## src/rtl/gene_pkg.sv

```systemverilog
// Shared parameters and types for the banded-alignment stripe scheduler.
package gene_pkg;
  localparam int unsigned PE_NUM      = 64;
  localparam int unsigned SEQ_LEN     = 1024;
  localparam int unsigned ADDR_W      = 10;
  localparam int unsigned SCORE_W     = 14;
  localparam int unsigned NUM_STRIPES = SEQ_LEN / PE_NUM;
  localparam int unsigned STRIPE_W    = 4;
  localparam int unsigned PE_IDX_W    = $clog2(PE_NUM);
  localparam int unsigned DRAIN_LIMIT = 2 * PE_NUM;
  localparam int unsigned DRAIN_W     = $clog2(DRAIN_LIMIT);
  localparam int unsigned SUM_W       = ADDR_W + 2;

  typedef logic [1:0]          base_t;
  typedef logic [SCORE_W-1:0]  score_t;
  typedef logic [ADDR_W-1:0]   addr_t;
  typedef logic [ADDR_W:0]     row_t;

  typedef struct packed {
    score_t                score;
    row_t                  row;
    logic [STRIPE_W-1:0]   stripe;
  } best_t;

  typedef enum logic [2:0] {IDLE, LOAD_B, GAP, STREAM, DRAIN, UPDATE} sched_state_e;
endpackage

```

## src/rtl/stripe_b_loader.sv

```systemverilog
// Loads PE_NUM gene B bases for one stripe into the parallel B register.
// Addresses go out one per cycle; each base lands one cycle later (sync SRAM).
module stripe_b_loader
  import gene_pkg::*;
(
  input  logic                i_clk,
  input  logic                i_rst,
  input  logic                i_go,
  input  addr_t               i_base,
  output addr_t               o_b_addr,
  input  base_t               i_b_data,
  output logic [2*PE_NUM-1:0] o_pe_b,
  output logic                o_done_c
);

  logic                  issue_q, issue_d;
  logic                  cap_q, cap_d;
  logic [PE_IDX_W-1:0]   cnt_q, cnt_d;
  logic [PE_IDX_W-1:0]   cap_idx_q, cap_idx_d;
  addr_t                 addr_q, addr_d;
  logic [2*PE_NUM-1:0]   b_q, b_d;

  always_comb begin
    issue_d   = issue_q;
    cnt_d     = cnt_q;
    addr_d    = addr_q;
    b_d       = b_q;
    cap_d     = issue_q;
    cap_idx_d = cnt_q;
    if (i_go) begin
      issue_d = 1'b1;
      cnt_d   = '0;
      addr_d  = i_base;
    end else if (issue_q) begin
      if (cnt_q == PE_IDX_W'(PE_NUM - 1)) begin
        issue_d = 1'b0;
      end else begin
        cnt_d  = cnt_q + 1'b1;
        addr_d = addr_q + 1'b1;
      end
    end
    // capture lags the address by one cycle to match SRAM read latency
    if (cap_q) b_d[{cap_idx_q, 1'b0} +: 2] = i_b_data;
  end

  always_ff @(posedge i_clk or negedge i_rst) begin
    if (!i_rst) begin
      issue_q   <= 1'b0;
      cap_q     <= 1'b0;
      cnt_q     <= '0;
      cap_idx_q <= '0;
      addr_q    <= '0;
      b_q       <= '0;
    end else begin
      issue_q   <= issue_d;
      cap_q     <= cap_d;
      cnt_q     <= cnt_d;
      cap_idx_q <= cap_idx_d;
      addr_q    <= addr_d;
      b_q       <= b_d;
    end
  end

  assign o_b_addr = addr_q;
  assign o_pe_b   = b_q;
  assign o_done_c = cap_q && (cap_idx_q == PE_IDX_W'(PE_NUM - 1));

endmodule

```

## src/rtl/stripe_scheduler.sv

```systemverilog
// Sequences a full banded alignment as NUM_STRIPES stripes through the PE array,
// carrying the start row between stripes and tracking the global best score.
module stripe_scheduler
  import gene_pkg::*;
(
  input  logic                 i_clk,
  input  logic                 i_rst,
  input  logic                 i_go,
  output logic                 o_busy,
  output logic                 o_done,
  output logic                 o_timeout,
  output logic [ADDR_W-1:0]    o_a_addr,
  input  logic [1:0]           i_a_data,
  output logic [ADDR_W-1:0]    o_b_addr,
  input  logic [1:0]           i_b_data,
  output logic                 o_pe_start,
  output logic [1:0]           o_pe_A,
  output logic [2*PE_NUM-1:0]  o_pe_B,
  input  logic                 i_stripe_end,
  input  logic [ADDR_W-1:0]    i_start_pos,
  input  logic [ADDR_W-1:0]    i_end_pos,
  input  logic [SCORE_W-1:0]   i_max_score,
  output logic [SCORE_W-1:0]   o_best_score,
  output logic [ADDR_W:0]      o_best_row,
  output logic [STRIPE_W-1:0]  o_best_stripe
);

  localparam row_t ROW_SEQ_LEN = row_t'(SEQ_LEN);

  sched_state_e          state_q, state_d;
  logic [STRIPE_W-1:0]   k_q, k_d;
  row_t                  start_row_q, start_row_d;
  addr_t                 a_addr_q, a_addr_d;
  logic                  issue_q, issue_d;
  logic                  pe_start_q, pe_start_d;
  logic                  busy_q, busy_d;
  logic                  done_q, done_d;
  logic                  timeout_q, timeout_d;
  logic                  stripe_to_q, stripe_to_d;
  logic [DRAIN_W-1:0]    drain_q, drain_d;
  best_t                 best_q, best_d;
  logic                  load_go;
  logic                  load_done_c;
  addr_t                 load_base_c;
  logic [SUM_W-1:0]      step_c, sum_c;
  row_t                  cand_row_c;

  stripe_b_loader u_b_loader (
    .i_clk    (i_clk),
    .i_rst    (i_rst),
    .i_go     (load_go),
    .i_base   (load_base_c),
    .o_b_addr (o_b_addr),
    .i_b_data (i_b_data),
    .o_pe_b   (o_pe_B),
    .o_done_c (load_done_c)
  );

  // a timed-out stripe does not advance the start row
  assign step_c      = stripe_to_q ? '0 : {2'b00, i_start_pos};
  assign sum_c       = {1'b0, start_row_q} + step_c;
  assign cand_row_c  = {1'b0, i_end_pos} + {1'b0, start_row_q[ADDR_W-1:0]};
  assign load_base_c = ADDR_W'(k_d) << PE_IDX_W;

  always_comb begin
    state_d     = state_q;
    k_d         = k_q;
    start_row_d = start_row_q;
    a_addr_d    = a_addr_q;
    issue_d     = 1'b0;
    pe_start_d  = 1'b0;
    busy_d      = busy_q;
    done_d      = 1'b0;
    timeout_d   = timeout_q;
    stripe_to_d = stripe_to_q;
    drain_d     = drain_q;
    best_d      = best_q;
    load_go     = 1'b0;
    unique case (state_q)
      IDLE: begin
        if (i_go) begin
          state_d     = LOAD_B;
          load_go     = 1'b1;
          busy_d      = 1'b1;
          k_d         = '0;
          start_row_d = '0;
          timeout_d   = 1'b0;
          stripe_to_d = 1'b0;
          best_d      = '0;
        end
      end
      LOAD_B: begin
        if (load_done_c) state_d = GAP;
      end
      GAP: begin
        if (start_row_q == ROW_SEQ_LEN) begin
          state_d = UPDATE;
        end else begin
          state_d  = STREAM;
          a_addr_d = start_row_q[ADDR_W-1:0];
          issue_d  = 1'b1;
        end
      end
      STREAM: begin
        // early stripe end drops the row whose address is out this cycle
        if (pe_start_q && i_stripe_end) begin
          state_d = UPDATE;
        end else if (issue_q) begin
          pe_start_d = 1'b1;
          if (a_addr_q != ADDR_W'(SEQ_LEN - 1)) begin
            issue_d  = 1'b1;
            a_addr_d = a_addr_q + 1'b1;
          end
        end else begin
          state_d = DRAIN;
          drain_d = '0;
        end
      end
      DRAIN: begin
        if (i_stripe_end) begin
          state_d = UPDATE;
        end else if (drain_q == DRAIN_W'(DRAIN_LIMIT - 1)) begin
          state_d     = UPDATE;
          timeout_d   = 1'b1;
          stripe_to_d = 1'b1;
        end else begin
          drain_d = drain_q + 1'b1;
        end
      end
      UPDATE: begin
        if (start_row_q != ROW_SEQ_LEN) begin
          start_row_d = (sum_c > SUM_W'(SEQ_LEN)) ? ROW_SEQ_LEN : sum_c[ADDR_W:0];
          if (i_max_score > best_q.score) begin
            best_d.score  = i_max_score;
            best_d.row    = cand_row_c;
            best_d.stripe = k_q;
          end
        end
        stripe_to_d = 1'b0;
        if (k_q == STRIPE_W'(NUM_STRIPES - 1)) begin
          state_d = IDLE;
          done_d  = 1'b1;
          busy_d  = 1'b0;
        end else begin
          state_d = LOAD_B;
          k_d     = k_q + 1'b1;
          load_go = 1'b1;
        end
      end
      default: state_d = IDLE;
    endcase
  end

  always_ff @(posedge i_clk or negedge i_rst) begin
    if (!i_rst) begin
      state_q     <= IDLE;
      k_q         <= '0;
      start_row_q <= '0;
      a_addr_q    <= '0;
      issue_q     <= 1'b0;
      pe_start_q  <= 1'b0;
      busy_q      <= 1'b0;
      done_q      <= 1'b0;
      timeout_q   <= 1'b0;
      stripe_to_q <= 1'b0;
      drain_q     <= '0;
      best_q      <= '0;
    end else begin
      state_q     <= state_d;
      k_q         <= k_d;
      start_row_q <= start_row_d;
      a_addr_q    <= a_addr_d;
      issue_q     <= issue_d;
      pe_start_q  <= pe_start_d;
      busy_q      <= busy_d;
      done_q      <= done_d;
      timeout_q   <= timeout_d;
      stripe_to_q <= stripe_to_d;
      drain_q     <= drain_d;
      best_q      <= best_d;
    end
  end

  assign o_busy        = busy_q;
  assign o_done        = done_q;
  assign o_timeout     = timeout_q;
  assign o_a_addr      = a_addr_q;
  assign o_pe_start    = pe_start_q;
  assign o_pe_A        = pe_start_q ? i_a_data : 2'b00;
  assign o_best_score  = best_q.score;
  assign o_best_row    = best_q.row;
  assign o_best_stripe = best_q.stripe;

endmodule

```

## config.mk

```make
export PLATFORM = sky130hd
export DESIGN_NAME = stripe_scheduler
export DESIGN_NICKNAME = d
export VERILOG_FILES = /design/src/rtl/gene_pkg.sv /design/src/rtl/stripe_b_loader.sv /design/src/rtl/stripe_scheduler.sv
export SDC_FILE = /design/constraint.sdc
export NUM_CORES = 1
export LEC_CHECK = 0
export BUFFER_PORTS_ARGS = -buffer_cell sky130_fd_sc_hd__clkbuf_2
export CAP_MARGIN = 20
export CORE_MARGIN = 2
export CORE_UTILIZATION = 55
export DETAILED_ROUTE_END_ITERATION = 12
export PLACE_DENSITY = 0.82
export SYNTH_ARGS = -nofsm -noshare
export SYNTH_HDL_FRONTEND = slang
export SYNTH_SLANG_ARGS = --single-unit
```

## constraint.sdc

```tcl
create_clock -name i_clk -period 4.1 [get_ports i_clk]
set_input_delay 0.205 -clock i_clk [delete_from_list [all_inputs] [get_ports i_clk]]
set_output_delay 0.205 -clock i_clk [all_outputs]
set_load 0.01 [all_outputs]
```

==> metrics.md, run 1 <==
| Metric | Value |
|---|---|
| Status | `finished clean` |
| Die height | `144 um` |
| Synth Cell Area | `10900 um^2` |
| Synth area leader | `dfrtp_1` |
| Via count | `8659` |
| FMAX | `334 MHz` |
| Yosys top cell area share | `51.2%` |
| Fin crit period | `2.99 ns` |
| Fraction of registers with async set/reset | `100%` |
| Total power | `0.00487 W` |
| Clock buffer count from CTS | `24` |
| Pin count of the biggest net entering global routing | `117` |
| Vias in the first global route | `8299` |
| Ant diodes | `0` |
| Leakage power | `6.20 nW` |
| Total wire length | `27300 um` |
| Clock insertion delay at the later pin of the skew report | `0.51 ns` |
| Distinct cells, synth | `66` |
| Global Route Usage Sum | `25.5%` |
| Clk root buf | `clkbuf_16` |
| Worst setup SP type | `flop` |
| Reg2Reg Depth | `7` |
| Row count | `51` |
| Starting Density | `56.0%` |
| Nature of the critical path endpoint | `flop` |
| Area of the die | `20900 um^2` |
| Routability cong. | `0.922` |
| H-tree depth | `1` |
| Gr ovfl total | `0` |
| CP Data Arrival Time | `3.38 ns` |
| Setup Skew | `0.00906 ns` |
| Fillcell total | `1459` |
| WHS Path Cells | `3` |
| Initial antenna violation count | `0` |
| Max Root-Sink Buffers | `3` |
| Setup tns final | `0 ns` |
| #FFs+latches synth | `222` |
| Main synth FF type | `dfrtp_1` |
| TritonCTS clock tree | `done` |
| Final Cycle Share | `72.9%` |
| Remaining DRCs | `0` |
| CP required | `4.49 ns` |
| Number of flops mapped to enable cells by yosys | `0` |
| Synthesized net count | `1071` |
| CTS resizes | `0` |
| Clock-pin slew on the worst setup and hold paths | `0.06 ns` |
| Vias per cell | `5.75` |
| Seq/Total Area, Yosys | `51.2%` |
| Nets | `1309` |
| Pins Over Slew Limit | `0` |
| Final setup vio count | `0` |
| Layout area overhead | `22.0%` |
| Worst slew pin tran | `0.958 ns` |
| Hold Fails Final Rpt | `0` |
| Min-delay worst type | `input port to flop` |
| Core area | `19400 um^2` |
| Max VDD drop | `306 uV` |
| IO Port Bufs | `224` |
| Clk sinks | `222` |
| Max cap viols | `0` |
| WL per Instance | `18.2 um` |
| Avg Synthesized Cell Area | `11.0 um^2` |
| Die width | `144 um` |
| RSZ-0062 raised after global routing | `false` |
| Min Hold Slack | `0.0603 ns` |
| DRT Pass-1 Iters | `5` |
| Fin cells | `1505` |
| Syn Inst Count | `985` |
| Placed insts | `1447` |
| Top cells by area, synth | `dfrtp_1, mux2_2, ha_1, nor2_1, a22o_1` |
| Worst slack at placement | `1.15 ns` |
| Critical path class | `flop to flop` |
| PnR worst setup slack | `1.11 ns` |
| Initial drt markers | `457` |
| PwrDens | `368 nW/um^2` |
| Rel. slew slack | `35.7%` |
| Worst-path fanout max | `19` |
| I/O Pins | `225` |
| Share of cells above drive strength 1 | `32.8%` |
| Post-DRT Antenna Nets | `0` |
| Post-DP HPWL | `19200 um` |
| Yosys warns | `0` |
| First-pass GRT wire length | `42500 um` |
stage by stage:
| stage | utilization, % | instance area, um^2 |
|---|---|---|
| final | 68.2 | 13200 |
| after global routing | 68.2 | 13200 |
| after CTS | 68.2 | 13200 |
| after detailed placement | 63.0 | 12200 |
| after global placement | 63.0 | 12200 |
| after floorplan | - | 10900 |
per-layer routing:
metal / vias up / global-route usage (%) / wire [um]
met5: - / 0 / 0
met4: 0 / 8.89 / 850
met3: 67 / 3.28 / 1630
met2: 327 / 43.6 / 13300
met1: 4256 / 33.7 / 11500
li1: 4009 / - / -
Yosys cell counts, types with 11 or more instances:
master and number:
xor2_1 15, nor2_1 93, inv_1 37, or3_1 14
buf_2 11, a22o_1 38, a21oi_1 37, nor2b_1 18
nand2_1 66, mux2_2 122, ha_1 42, nand3_1 36
xnor2_1 19, o21ai_0 49, dfrtp_1 222, nor3_1 24
clkbuf_1 21, nand2b_1 11
report_power, final:
| group | total [W] | switching, W | internal (W) |
|---|---|---|---|
| combinational | 0.000283 | 0.000161 | 0.000122 |
| clock | 0.00231 | 0.000881 | 0.00143 |
| sequential | 0.00228 | 0.0000343 | 0.00225 |
| total | 0.00487 | 0.00108 | 0.00379 |
layout make-up:
cell class	count	area, um^2	share of cell area, %
Timing Repair Buffer	246	1330	10.1
Multi-Input combinational cell	692	5020	37.9
Sequential cell	222	5560	42.0
Inverter	37	139	1.05
Clock buffer	35	733	5.54
Tap cell	265	332	2.50
Clock inverter	8	124	0.936
cells by family after synthesis:
kind of cell    Yosys count  share of synthesized area, %
xor+xnor                 37                          3.19
compound gates          180                          11.2
simple gates            306                          13.7
fa+ha+maj                44                          5.21
flops                   222                          51.2
mux                     125                          12.9
buf+inv                  71                          2.59
flip-flops by register name (all words and copies together), names as in the netlist, 4 cells and up:
signal,flops
drain_q,7
k_q,4
u_b_loader.cap_idx_q,6
start_row_q,11
o_best_score,14
u_b_loader.o_pe_b,128
o_best_row,11
u_b_loader.cap_idx_d,6
o_a_addr,10
u_b_loader.o_b_addr,10
o_best_stripe,4
layout by cell type, fill, tap and decap left out, drive strengths merged, types with 37 or more instances in the layout:
cell    count
a21oi      38
nand3      37
ha         42
nor2       93
clkbuf    258
dfrtp     222
nand2      69
mux2      122
o21ai      50
inv        37
a22o       38
repair_timing:
action / in CTS / in global routing
endpoints found under the hold margin: 127 / 0
hold buffers: 15 / 0
buffers inserted: 0 / 0
critical path, stage by stage, from the launching register on:
cell,delay [ns]
dfrtp_1,0.53
inv_1,0.11
ha_1,0.29
nor3b_1,0.40
xnor2_1,0.26
nand3_2,0.48
nor3_1,0.43
mux2_2,0.38
worst paths after layout:
path | start | to | slack (ns)
min in group asynchronous | i_rst | u_b_loader.o_pe_b[25] | 0.37
min reg2reg | u_b_loader.cap_idx_d[4] | u_b_loader.cap_idx_q[4] | 0.41
max | u_b_loader.cap_idx_q[0] | u_b_loader.o_pe_b[31] | 1.11
min | i_end_pos[0] | o_best_row[0] | 0.06
max reg2reg | u_b_loader.cap_idx_q[0] | u_b_loader.o_pe_b[31] | 1.11
max in group asynchronous | i_rst | u_b_loader.o_pe_b[119] | 2.60
No activity file was read; power rests on OpenSTA's default activity.
==> run 2, diff against run 1 <==
- ABC_AREA: not set -> 1
- clock period: 4.1 -> 2.9 ns (I/O delays scaled with it)
==> metrics.md, run 2 <==
| Metric | Value |
|---|---|
| Final Cycle Share | `92.5%` |
| Die width | `147 um` |
| Fillcell total | `1528` |
| Setup Skew | `0.0141 ns` |
| Synthesized net count | `1437` |
| Die height | `147 um` |
| Worst-path fanout max | `10` |
| Nets | `1682` |
| Core area | `20100 um^2` |
| Setup tns final | `0 ns` |
| CP Data Arrival Time | `3.13 ns` |
| Clock-pin slew on the worst setup and hold paths | `0.07 ns` |
| Synth Cell Area | `11200 um^2` |
| Global Route Usage Sum | `27.7%` |
| Rel. slew slack | `45.9%` |
| DRT Pass-1 Iters | `5` |
| TritonCTS clock tree | `done` |
| Yosys warns | `0` |
| Worst path bufs/invs | `2` |
| Share of cells above drive strength 1 | `19.9%` |
| Layout area overhead | `21.1%` |
| CP max stage cell | `dfrtp_1` |
| Routability cong. | `0.903` |
| Critical path class | `flop to flop` |
| PnR worst setup slack | `0.216 ns` |
| CP required | `3.35 ns` |
| Delay-heaviest family, CP | `simple AND/OR/NAND/NOR gates` |
| Final setup vio count | `0` |
| Status | `finished clean` |
| IO Port Bufs | `224` |
| Gr ovfl total | `0` |
| Starting Density | `55.8%` |
| Initial drt markers | `719` |
| Max cap viols | `0` |
| Area of the die | `21600 um^2` |
| Pins Over Slew Limit | `0` |
| Clk root buf | `clkbuf_16` |
| Yosys top cell area share | `49.5%` |
| Via count | `10400` |
| Total power | `0.0146 W` |
| First-pass GRT wire length | `49100 um` |
| #FFs+latches synth | `222` |
| Synth area leader | `dfrtp_1` |
| Count leader, synth | `nand2_1` |
| I/O Pins | `225` |
| Number of flops mapped to enable cells by yosys | `0` |
| Leakage power | `6.96 nW` |
| Clk sinks | `222` |
| Post-DP HPWL | `21500 um` |
| Row count | `52` |
| Vias in the first global route | `9956` |
| RSZ-0062 raised after global routing | `false` |
| Fin util | `67.7%` |
| Worst slack at placement | `0.330 ns` |
| Worst slew pin tran | `0.812 ns` |
| Hold Fails Final Rpt | `0` |
| Min-delay worst type | `input port to flop` |
| Top cells by area, synth | `dfrtp_1, nand2_1, o21ai_0, ha_1, inv_1` |
| Max reg flops | `128` |
| Distinct cells, synth | `53` |
| Main synth FF type | `dfrtp_1` |
| Avg Synthesized Cell Area | `8.31 um^2` |
| PwrDens | `1080 nW/um^2` |
| Total wire length | `29900 um` |
| FMAX | `373 MHz` |
| Fraction of registers with async set/reset | `100%` |
| Syn Inst Count | `1351` |
| Commonest cells in the synthesized netlist | `nand2_1, dfrtp_1, o21ai_0` |
| Cell mode on critical path | `nand2_1` |
| Max VDD drop | `609 uV` |
| Critical Path Max Stage Delay | `0.51 ns` |
| Remaining DRCs | `0` |
| Clock buffer count from CTS | `23` |
| H-tree depth | `1` |
| Seq/Total Area, Yosys | `49.5%` |
| Clock insertion delay at the later pin of the skew report | `0.51 ns` |
| WL per Instance | `15.9 um` |
| Worst setup SP type | `flop` |
| Vias per cell | `5.51` |
| Fin crit period | `2.68 ns` |
| Pin count of the biggest net entering global routing | `83` |
| Most frequent cells in the layout | `nand2_1, clkbuf_2, dfrtp_1` |
| Max Root-Sink Buffers | `3` |
| Nature of the critical path endpoint | `flop` |
| Initial antenna violation count | `2` |
| CP cell instances | `nor2_1 > ha_1 > inv_1 > fa_1 > inv_1 > nand2_1 > nand2_1 > nand3_1 > nand2_1 > nand2_1 > nand2_1 > nand2_1 > nor2_1 > nand3_1 > nand2_1 > nand3_1 > nand2_1` |
| Most common cell after layout, fill and taps aside | `nand2_1` |
| Post-DRT Antenna Nets | `0` |
[run 2: cell types whose count changed after synthesis, moves of 14 or more]
cell,delta
a22o_1,-38
a21oi_1,+16
nand3_1,+45
nand2_1,+305
inv_1,+99
o21ai_0,+96
or3_1,-14
mux2_2,-114
nor2b_1,-18
[run 2: kinds of logic (layout without fill, tap and decap cells)]
group           after synthesis  in the layout  synth area share, %
simple gates                630            630                 24.6
compound gates              249            249                 11.9
flops                       222            222                 49.5
buf+inv                     175            436                 6.39
fa+ha+maj                    44             44                 5.04
xor+xnor                     23             23                 1.86
mux                           8              8                0.802
other cells                   0              1                    0
[run 2: final cells by class]
class                      count  area [um^2]  area share [%]
antenna                        1         2.50          0.0184
clock buffer                  35          671            4.93
clock inverter                 6          136            1.00
inverter                     145          549            4.04
multi-input combinational    954         4950            36.4
sequential                   222         5560            40.8
tap                          270          338            2.48
timing repair buffer         250         1390            10.2
[run 2: worst reg2reg max path, cell delays in order (launching register included)]
cell and delay (ns):
dfrtp_1 0.51, nor2_1 0.17, ha_1 0.20, inv_1 0.06, fa_1 0.38, inv_1 0.11
nand2_1 0.06, nand2_1 0.09, nand3_1 0.10, nand2_1 0.07, nand2_1 0.05, nand2_1 0.07
nand2_1 0.06, nor2_1 0.09, nand3_1 0.07, nand2_1 0.28, nand3_1 0.17, nand2_1 0.10
[run 2: routing by layer]
| layer | track usage, % | up-vias | routed length [um] |
|---|---|---|---|
| met5 | 0 | - | 13 |
| met4 | 10.0 | 2 | 929 |
| met3 | 3.98 | 72 | 2330 |
| met2 | 46.8 | 450 | 14400 |
| met1 | 36.7 | 4937 | 12200 |
| li1 | - | 4916 | - |
[run 2: path summary, 6_finish.rpt]
kind | cells past startpoint | start | end | slack [ns]
worst min-delay path | 4 | i_end_pos[0] | o_best_row[0] | 0.04
min in group asynchronous | 2 | i_rst | u_b_loader.o_pe_b[127] | 0.21
worst max-delay path | 17 | stripe_to_q | start_row_q[5] | 0.22
worst min register to register | 0 | u_b_loader.cap_d | u_b_loader.cap_q | 0.39
max in group asynchronous | 3 | i_rst | u_b_loader.o_pe_b[48] | 1.89
worst max register to register | 17 | stripe_to_q | start_row_q[5] | 0.22
[run 2: stage by stage]
stage	area (um^2)	instances	hold slack, ns
CTS	13600	1882	0.0224
global route	13600	1883	0.0707
floorplan	11200	1351	-0.151
finish	13600	1883	0.0377
global placement	12600	1824	0.153
detailed placement	12600	1824	0.160
[run 2: timing repair]
action                    4_1_cts  5_1_grt
setup buffers                   0        0
resized for setup               0        0
hold endpoints to repair       89        0
hold buffers                   17        0
[run 2: where the power goes]
group	internal, W	switching, W
Sequential	0.00418	0.000914
Clock	0.00195	0.00121
Combinational	0.00212	0.00425
Total	0.00825	0.00638
==> run 3, diff against run 2 <==
- CAP_MARGIN: 20 -> not set
- GPL_TIMING_DRIVEN: not set -> 0
==> metrics.md, run 3 (synthesis results as in run 2) <==
| Metric | Value |
|---|---|
| Status | `finished clean` |
| Area of the die | `21600 um^2` |
| Worst setup SP type | `flop` |
| Global Route Usage Sum | `28.4%` |
| Multi-input gate area | `4960 um^2` |
| WL per Instance | `15.8 um` |
| WHS Path Cells | `4` |
| Clk sinks | `222` |
| H-tree depth | `1` |
| Die width | `147 um` |
| Setup Fix Bufs, Post-CTS | `0` |
| Clock insertion delay at the later pin of the skew report | `0.53 ns` |
| Clock-pin slew on the worst setup and hold paths | `0.06 ns` |
| DRT Pass-1 Iters | `5` |
| Initial antenna violation count | `0` |
| Share of cells above drive strength 1 | `20.4%` |
| Layout area overhead | `22.2%` |
| Worst-path fanout max | `10` |
| Max VDD drop | `723 uV` |
| Starting Density | `55.8%` |
| Core area | `20100 um^2` |
| Vias per cell | `5.51` |
| Max Root-Sink Buffers | `3` |
| CP required | `3.35 ns` |
| Pin count of the biggest net entering global routing | `91` |
| Row count | `52` |
| Routability cong. | `0.916` |
| Vias in the first global route | `10000` |
| First-pass GRT wire length | `50000 um` |
| Fin util | `68.2%` |
| Remaining DRCs | `0` |
| Worst R2R Start | `stripe_to_q` |
| Total wire length | `30000 um` |
| Nets | `1703` |
| Setup Skew | `0.0207 ns` |
| Clk root buf | `clkbuf_16` |
| Final Cycle Share | `89.2%` |
| Fillcell total | `1585` |
| Most frequent cells in the layout | `nand2_1, clkbuf_2, dfrtp_1` |
| Min-delay worst type | `input port to flop` |
| PwrDens | `1080 nW/um^2` |
| Hold path start | `i_end_pos[0]` |
| FMAX | `386 MHz` |
| Gr ovfl total | `0` |
| RR Endpoint | `start_row_q[2]` |
| RSZ-0062 raised after global routing | `false` |
| Ant diodes | `0` |
| I/O Pins | `225` |
| Rel. slew slack | `61.7%` |
| Worst slew pin tran | `0.575 ns` |
| Total power | `0.0148 W` |
| Nature of the critical path endpoint | `flop` |
| FF+latch area | `5560 um^2` |
| R2R Setup Slk | `0.31 ns` |
| Post-DP HPWL | `22000 um` |
| Post-DRT Antenna Nets | `0` |
| Initial drt markers | `695` |
| Max reg flops | `128` |
| Clock buffer count from CTS | `24` |
| Via count | `10500` |
| Pins Over Slew Limit | `0` |
| Die height | `147 um` |
| CP Data Arrival Time | `3.04 ns` |
| Hold Fails Final Rpt | `0` |
| Final setup vio count | `0` |
| IO Port Bufs | `222` |
| Most common cell after layout, fill and taps aside | `nand2_1` |
| Critical path class | `flop to flop` |
| Reg2Reg Depth | `17` |
| Hold Crit Endpoint | `o_best_row[0]` |
| Fin crit period | `2.59 ns` |
| Min Hold Slack | `0.0541 ns` |
| TritonCTS clock tree | `done` |
| Max cap viols | `0` |
| Leakage power | `7.03 nW` |
-- run 3: cell count changes in the layout (fill, tap and decap cells not counted), sizes merged --
cell	previous run	this run
diode	1	0
bufinv	4	2
buf	10	19
clkinv	1	5
clkbuf	258	270
clkinvlp	1	0
-- run 3: worst max path at each step --
stage	depth (start not counted)	startpoint	to
CTS	18	stripe_to_q	start_row_q[2]
floorplan	18	stripe_to_q	start_row_q[0]
global route	17	stripe_to_q	start_row_q[9]
detailed placement	18	stripe_to_q	start_row_q[2]
global placement	1	i_rst	drain_q[4]
finish	17	stripe_to_q	start_row_q[2]
-- run 3: layout make-up --
type / instances / area share [%]
multi-input cells: 954 / 36.1
repair buffers: 241 / 9.81
clock buffers: 36 / 5.15
clock inverters: 7 / 0.730
inverters: 145 / 4.01
plain buffers: 29 / 1.20
flip-flops and latches: 222 / 40.5
well taps: 270 / 2.46
-- run 3: metal layers --
metal	GRT usage [%]	wire length, um
met5	0	0
met4	11.0	1220
met2	47.4	14300
met1	37.5	12000
met3	4.78	2440
-- run 3: through the flow --
stage	area [um^2]	setup TNS (ns)	worst slack (ns)	cells
final	13700	0	0.313	1904
after global routing	13700	0	0.0540	1904
after CTS	13700	0	0.116	1905
after detailed placement	12700	0	0.170	1845
after global placement	12700	-561.76	-2.54	1843
after floorplan	11200	0	0.628	1351
-- run 3: where the power goes --
part / leakage [nW] / internal, W / total, W / switching [W]
clock: 0.397 / 0.00186 / 0.00311 / 0.00125
combinational: 4.01 / 0.00222 / 0.00659 / 0.00437
sequential: 2.62 / 0.00418 / 0.00509 / 0.000910
-- run 3: timing repair --
action	4_1_cts	5_1_grt
gates resized for setup	0	1
endpoints found under the setup margin	0	10
hold buffers	17	0
hold endpoints to repair	73	0
-- run 3: worst max-delay path, stage by stage, from the launching register on --
cell     delay (ns)
dfrtp_1        0.53
nor2_1         0.16
ha_1           0.22
inv_1          0.08
fa_1           0.38
inv_1          0.10
nand2_1        0.05
nand2_1        0.10
nand3_1        0.10
nand2_1        0.07
nand2_1        0.05
nand2_1        0.07
nand2_1        0.06
nor2_1         0.09
nand3_1        0.09
nand2_2        0.17
nand3_1        0.10
nand2_1        0.09
